===== config.mk =====
export PLATFORM = sky130hd
export DESIGN_NAME = ad9231_cfg_seq
export DESIGN_NICKNAME = d
export VERILOG_FILES = /design/src/rtl/ad9231_cfg_seq.sv
export SDC_FILE = /design/constraint.sdc
export NUM_CORES = 1
export LEC_CHECK = 0
export BUFFER_PORTS_ARGS = -buffer_cell sky130_fd_sc_hd__clkbuf_2
export CAP_MARGIN = 10
export CORE_MARGIN = 2
export CORE_UTILIZATION = 50
export DETAILED_ROUTE_END_ITERATION = 6
export PLACE_DENSITY = 0.71
export SLEW_MARGIN = 20
export SYNTH_ARGS = -nofsm -noshare
export SYNTH_HDL_FRONTEND = slang
export SYNTH_SLANG_ARGS = --single-unit

===== constraint.sdc =====
create_clock -name clk -period 3.54 [get_ports clk]
set_clock_uncertainty 0.15 [all_clocks]
set_input_delay 0.177 -clock clk [delete_from_list [all_inputs] [get_ports clk]]
set_output_delay 0.177 -clock clk [all_outputs]
set_load 0.02 [all_outputs]

===== src/rtl/ad9231_cfg_seq.sv =====
`default_nettype none
// ============================================================================
// Module   : ad9231_cfg_seq
// Brief    : AD9231 register-write sequencer driving a 24-bit SPI master,
//            with readback verify, bounded retry and done-timeout.
// Revision : 1.0 - initial release
// ============================================================================
module ad9231_cfg_seq #(
    parameter int unsigned START_DLY = 1000,
    parameter int unsigned GAP_CYC   = 16,
    parameter int unsigned DONE_TMO  = 4096,
    parameter int unsigned MAX_RETRY = 3
) (
    input  logic        clk,
    input  logic        rstb,
    input  logic        kick,
    output logic        spi_start,
    output logic [23:0] spi_tdat,
    input  logic        spi_done,
    input  logic [7:0]  spi_rdata,
    output logic        busy,
    output logic        cfg_ok,
    output logic        cfg_err,
    output logic [1:0]  err_idx
);

    localparam int unsigned c_CNT_MAX =
        (START_DLY > DONE_TMO) ? ((START_DLY > GAP_CYC) ? START_DLY : GAP_CYC)
                               : ((DONE_TMO > GAP_CYC) ? DONE_TMO : GAP_CYC);
    localparam int unsigned c_CNT_W = $clog2(c_CNT_MAX + 2);
    localparam int unsigned c_RTY_W = $clog2(MAX_RETRY + 2);

    localparam logic [c_CNT_W-1:0] c_DLY_LAST = c_CNT_W'(START_DLY - 1);
    localparam logic [c_CNT_W-1:0] c_GAP_LAST = c_CNT_W'(GAP_CYC - 1);
    localparam logic [c_CNT_W-1:0] c_TMO      = c_CNT_W'(DONE_TMO);
    localparam logic [c_RTY_W-1:0] c_MAX_RTY  = c_RTY_W'(MAX_RETRY);

    typedef enum logic [3:0] {
        S_IDLE = 4'd0,
        S_DLY  = 4'd1,
        S_WR   = 4'd2,
        S_WR_W = 4'd3,
        S_GAP1 = 4'd4,
        S_RD   = 4'd5,
        S_RD_W = 4'd6,
        S_CHK  = 4'd7,
        S_GAP2 = 4'd8,
        S_FIN  = 4'd9,
        S_ERR  = 4'd10
    } state_t;

    function automatic logic [23:0] f_entry(input logic [1:0] idx);
        case (idx)
            2'd0:    f_entry = 24'h000503;
            2'd1:    f_entry = 24'h001420;
            default: f_entry = 24'h00FF01;
        endcase
    endfunction

    // The transfer register self-clears, so it cannot be read back.
    function automatic logic f_verify(input logic [1:0] idx);
        f_verify = (idx != 2'd2);
    endfunction

    state_t               r_state;
    logic [c_CNT_W-1:0]   r_cnt;
    logic [1:0]           r_idx;
    logic [c_RTY_W-1:0]   r_rty;
    logic                 r_adv;
    logic [7:0]           r_rdata;
    logic [2:0]           r_sync;

    logic                 w_done_rise;
    logic                 w_retry_ok;
    logic [1:0]           w_next_idx;
    logic [23:0]          w_entry;

    // spi_done changes on the master's negedge: two sync flops plus an edge tap.
    assign w_done_rise = r_sync[1] & ~r_sync[2];
    assign w_retry_ok  = (r_rty < c_MAX_RTY);
    assign w_next_idx  = r_adv ? (r_idx + 2'd1) : r_idx;
    assign w_entry     = f_entry(r_idx);

    always_ff @(posedge clk or negedge rstb) begin
        if (!rstb) begin
            r_sync <= 3'b000;
        end else begin
            r_sync <= {r_sync[1:0], spi_done};
        end
    end

    always_ff @(posedge clk or negedge rstb) begin
        if (!rstb) begin
            r_state   <= S_IDLE;
            r_cnt     <= '0;
            r_idx     <= 2'd0;
            r_rty     <= '0;
            r_adv     <= 1'b0;
            r_rdata   <= 8'h00;
            spi_start <= 1'b0;
            spi_tdat  <= 24'hFFFFFF;
            busy      <= 1'b0;
            cfg_ok    <= 1'b0;
            cfg_err   <= 1'b0;
            err_idx   <= 2'd0;
        end else begin
            spi_start <= 1'b0;
            case (r_state)
                S_IDLE, S_FIN, S_ERR: begin
                    if (kick) begin
                        cfg_ok  <= 1'b0;
                        cfg_err <= 1'b0;
                        err_idx <= 2'd0;
                        busy    <= 1'b1;
                        r_idx   <= 2'd0;
                        r_rty   <= '0;
                        r_adv   <= 1'b0;
                        r_cnt   <= '0;
                        r_state <= S_DLY;
                    end
                end
                S_DLY: begin
                    if (r_cnt == c_DLY_LAST) begin
                        spi_tdat  <= w_entry;
                        spi_start <= 1'b1;
                        r_cnt     <= c_CNT_W'(1);
                        r_state   <= S_WR;
                    end else begin
                        r_cnt <= r_cnt + 1'b1;
                    end
                end
                S_WR, S_RD: begin
                    r_cnt   <= r_cnt + 1'b1;
                    r_state <= (r_state == S_WR) ? S_WR_W : S_RD_W;
                end
                S_WR_W, S_RD_W: begin
                    // Timeout wins over a done edge landing in the same cycle.
                    if (r_cnt == c_TMO) begin
                        if (w_retry_ok) begin
                            r_rty   <= r_rty + 1'b1;
                            r_adv   <= 1'b0;
                            r_cnt   <= '0;
                            r_state <= S_GAP2;
                        end else begin
                            cfg_err <= 1'b1;
                            err_idx <= r_idx;
                            busy    <= 1'b0;
                            r_state <= S_ERR;
                        end
                    end else if (w_done_rise) begin
                        r_cnt <= '0;
                        if (r_state == S_RD_W) begin
                            r_rdata <= spi_rdata;
                            r_state <= S_CHK;
                        end else if (f_verify(r_idx)) begin
                            r_state <= S_GAP1;
                        end else begin
                            r_adv   <= 1'b1;
                            r_state <= S_GAP2;
                        end
                    end else begin
                        r_cnt <= r_cnt + 1'b1;
                    end
                end
                S_GAP1: begin
                    if (r_cnt == c_GAP_LAST) begin
                        spi_tdat  <= {8'h80, w_entry[15:8], 8'h00};
                        spi_start <= 1'b1;
                        r_cnt     <= c_CNT_W'(1);
                        r_state   <= S_RD;
                    end else begin
                        r_cnt <= r_cnt + 1'b1;
                    end
                end
                S_CHK: begin
                    r_cnt <= '0;
                    if (r_rdata == w_entry[7:0]) begin
                        r_adv   <= 1'b1;
                        r_state <= S_GAP2;
                    end else if (w_retry_ok) begin
                        r_rty   <= r_rty + 1'b1;
                        r_adv   <= 1'b0;
                        r_state <= S_GAP2;
                    end else begin
                        cfg_err <= 1'b1;
                        err_idx <= r_idx;
                        busy    <= 1'b0;
                        r_state <= S_ERR;
                    end
                end
                S_GAP2: begin
                    if (r_cnt == c_GAP_LAST) begin
                        r_adv <= 1'b0;
                        if (r_adv && (r_idx == 2'd2)) begin
                            cfg_ok  <= 1'b1;
                            busy    <= 1'b0;
                            r_state <= S_FIN;
                        end else begin
                            if (r_adv) begin
                                r_rty <= '0;
                            end
                            r_idx     <= w_next_idx;
                            spi_tdat  <= f_entry(w_next_idx);
                            spi_start <= 1'b1;
                            r_cnt     <= c_CNT_W'(1);
                            r_state   <= S_WR;
                        end
                    end else begin
                        r_cnt <= r_cnt + 1'b1;
                    end
                end
                default: begin
                    r_state <= S_IDLE;
                end
            endcase
        end
    end

endmodule
`default_nettype wire

==> out/qor.txt <==
Outcome -> completed
Drt wl/cell -> 16.5 um
Synth top area cells -> dfrtp_1 31%, dfstp_2 6.6%, mux2_2 5.0%
Mapped Cells -> 338
Initial detailed-routing violation count -> 247
Vias -> 2646
Power Total -> 2.55 mW
Critical Path End -> spi_tdat[15]$_DFFE_PN1P_
Synthesized Nets -> 356
Top cell type's share of synthesized area -> 31.4%
Die Y -> 83.8 um
Post-synth ARST share -> 100%
Skew-Pair Late Insertion Delay -> 310 ps
Largest net degree at the start of global routing -> 29
Clk network pwr share -> 16.5%
Synth warn -> 0
Num CTS Buffers -> 5
Critical Path RT -> 3630 ps
CTS Sinks -> 48
I/O pin total -> 42
Post-synth EDFFs -> 0
Max Fclk -> 335 MHz
Yosys reg bits -> 48
Gpl congestion -> 0.880
Post-layout minimum cycle time -> 2990 ps
# diodes -> 0
Vias per cell -> 5.92
RSZ-0062 raised after global routing -> no
Worst setup path startpoint -> r_cnt[10]$_DFFE_PN0P_
Grt total ovfl -> 0
Slew HR -> 44.5%
Initial antenna violation count -> 0
Avg Cell Area, Syn -> 9.42 um2
Logic pwr share -> 49.2%
Worst R2R End -> spi_tdat[15]$_DFFE_PN1P_
First-pass GRT wire length -> 12.8 mm
Yosys cell types -> 69
Mapped cell area -> 3180 um2
TritonCTS clock tree -> yes
Number of max-cap violations -> 0
Initial core utilization -> 51.0%
Reg2reg path depth -> 5
H-tree depth -> 2
HP Class -> in2reg
# Post-CTS Setup Buffers -> 0
Crit Path Max Fanout -> 18
Synth-to-layout area growth -> 11.4%
Static Leak -> 1.53 nW
CTS Buffer Depth -> 2
Switching power -> 1.10 mW
Crit path launch type -> flop
Number of gates resized after cts -> 0
Hold Fails Final Rpt -> 0
TritonRoute pass-1 iters -> 5
ANT nets after route -> 0
Sequential share of power -> 34.3%
Clock tree root driver cell -> clkbuf_8
WHS -> 140 ps
Sw frac -> 43.0%
Finish-stage setup viols -> 0
Final Max Slew Viols -> 0
Total track usage -> 22.2%
Post-route DRC violation count -> 0
Maximum vdd drop -> 368 uV
Worst reg2reg path startpoint -> r_cnt[10]$_DFFE_PN0P_
Cell-internal power -> 1.45 mW
Actual slew at the worst max-slew pin -> 812 ps
Cell Pwr Density -> 719 nW/um2
Layout cell share with drive strength beyond 1 -> 26.2%
Sequential area share after synthesis -> 38.1%
Primary FF master, synth -> dfrtp_1
Setup TNS -> 0 ps
Setup CP Type -> reg2reg
DRT Wirelength -> 7.39 mm
Vias in the first global route -> 2517
Row cnt -> 29
Post-route clock period utilization -> 84.3%
Cell taking the most area after synthesis -> dfrtp_1
Die width -> 83.8 um
CTS clk-pin slew, worst paths -> 90 ps
R2R Setup Slk -> 550 ps
Core ar. -> 6240 um2
Final nets -> 387
Endpoint type of the worst setup path -> flop
Worst EP arrival -> 3080 ps
Post-DP HPWL -> 5.26 mm
Die area -> 7020 um2
Port buffer count -> 40
Core Util, Final -> 56.8%
-- cells by family after synthesis --
logic type / after synthesis / share of synthesized area (%)
simple gates: 111 / 21.4
compound gates: 96 / 21.4
buf+inv: 52 / 8.61
flops: 48 / 38.1
mux: 20 / 6.96
fa+ha+maj: 6 / 2.36
xor+xnor: 4 / 1.10
other cells: 1 / 0.118
-- cells in the mapped netlist, types with 2 or more instances --
| master | instances |
|---|---|
| dfrtp_1 | 40 |
| nor2_1 | 22 |
| inv_1 | 20 |
| buf_4 | 16 |
| o21ai_0 | 16 |
| mux2_2 | 14 |
| nand2_1 | 14 |
| clkbuf_1 | 13 |
| o21ai_1 | 12 |
| a21oi_1 | 11 |
| o22ai_1 | 9 |
| dfstp_2 | 8 |
| nor3_1 | 8 |
| a21o_1 | 7 |
| nor2b_1 | 7 |
| and2_1 | 6 |
| ha_1 | 6 |
| or4_1 | 6 |
| a22o_1 | 5 |
| and3_1 | 5 |
| nand3_1 | 5 |
| o31ai_1 | 5 |
| a211oi_1 | 4 |
| nand2b_1 | 4 |
| or2b_2 | 4 |
| mux2_1 | 3 |
| mux2i_1 | 3 |
| nand4_1 | 3 |
| nor4_1 | 3 |
| o211ai_1 | 3 |
| o221ai_1 | 3 |
| or3_1 | 3 |
| xor2_1 | 3 |
| a2111o_1 | 2 |
| a2111oi_0 | 2 |
| a22oi_1 | 2 |
| a32o_1 | 2 |
| nand4b_1 | 2 |
| nor3b_1 | 2 |
| nor4_4 | 2 |
| nor4b_1 | 2 |
| o21a_1 | 2 |
| o32ai_1 | 2 |
| or4_4 | 2 |
-- state kept, by name, summed over array words and instances (netlist names) --
name,cells
r_idx,2
busy,1
cfg_err,1
err_idx,2
spi_start,1
r_rdata,8
r_cnt,13
r_adv,1
r_state,4
r_rty,3
spi_tdat,8
cfg_ok,1
r_sync,3
-- power groups by stage --
stage | logic [mW] | clock network, mW | registers (mW)
finish | 1.26 | 0.420 | 0.874
global route | 1.39 | 0.455 | 0.898
CTS | 1.25 | 0.429 | 0.868
detailed placement | 1.24 | 0 | 0.879
global placement | 1.22 | 0 | 0.869
floorplan | 1.01 | 0 | 0.795
-- per-layer routing --
layer | routed length, um | GRT usage, % | up-vias
met1 | 3390 | 30.9 | 1281
met2 | 3700 | 36.4 | 63
li1 | - | - | 1292
met5 | 0 | 0 | -
met4 | 59 | 6.01 | 0
met3 | 238 | 2.97 | 10
-- critical path, stage by stage (launching register included) --
cell and delay (ps):
dfrtp_1 440, or4_1 620, nor4_4 470, o22ai_2 370
a211oi_4 470, mux2_2 390
-- metrics by stage --
stage / std cells / setup WS, ps / instance area (um2)
2_1_floorplan: 338 / 912 / 3180
3_3_place_gp: 429 / 674 / 3330
3_5_place_dp: 429 / 567 / 3330
4_1_cts: 447 / 564 / 3550
5_1_grt: 447 / 339 / 3550
6_report: 447 / 554 / 3550
-- what timing repair did --
action / CTS / global route
hold buffers: 10 / 0
endpoints found under the setup margin: 0 / 0
hold endpoints to repair: 29 / 0
-- layout by cell type (no fill, tap or decap), types with 7 or more instances in the layout --
cell type / instances
nand2_1: 14
a21o_1: 7
dlygate4sd3_1: 10
clkbuf_2: 40
dfrtp_1: 40
dfstp_2: 8
mux2_2: 14
o22ai_1: 9
nor2_1: 22
o21ai_1: 12
nor3_1: 8
nor2b_1: 7
inv_1: 20
o21ai_0: 16
a21oi_1: 11
-- area by class of cell --
cell class | instances | area [um2]
fillers | 557 | 2690
multi-input cells | 238 | 1700
flip-flops and latches | 48 | 1210
repair buffers | 56 | 345
well taps | 77 | 96.3
clock buffers | 6 | 82.6
inverters | 20 | 75.1
clock inverters | 2 | 38.8
-- worst min-delay path by stage --
stage	start	endpoint	slack, ps	depth (start not counted)
after floorplan	rstb	busy$_DFFE_PN0P_	-270	0
after global placement	rstb	r_rty[1]$_DFFE_PN0P_	30	1
after global routing	kick	busy$_DFFE_PN0P_	130	3
after detailed placement	rstb	r_rty[1]$_DFFE_PN0P_	40	1
final	kick	busy$_DFFE_PN0P_	140	3
after CTS	kick	busy$_DFFE_PN0P_	130	3
Power figures use the tool's default switching activity.
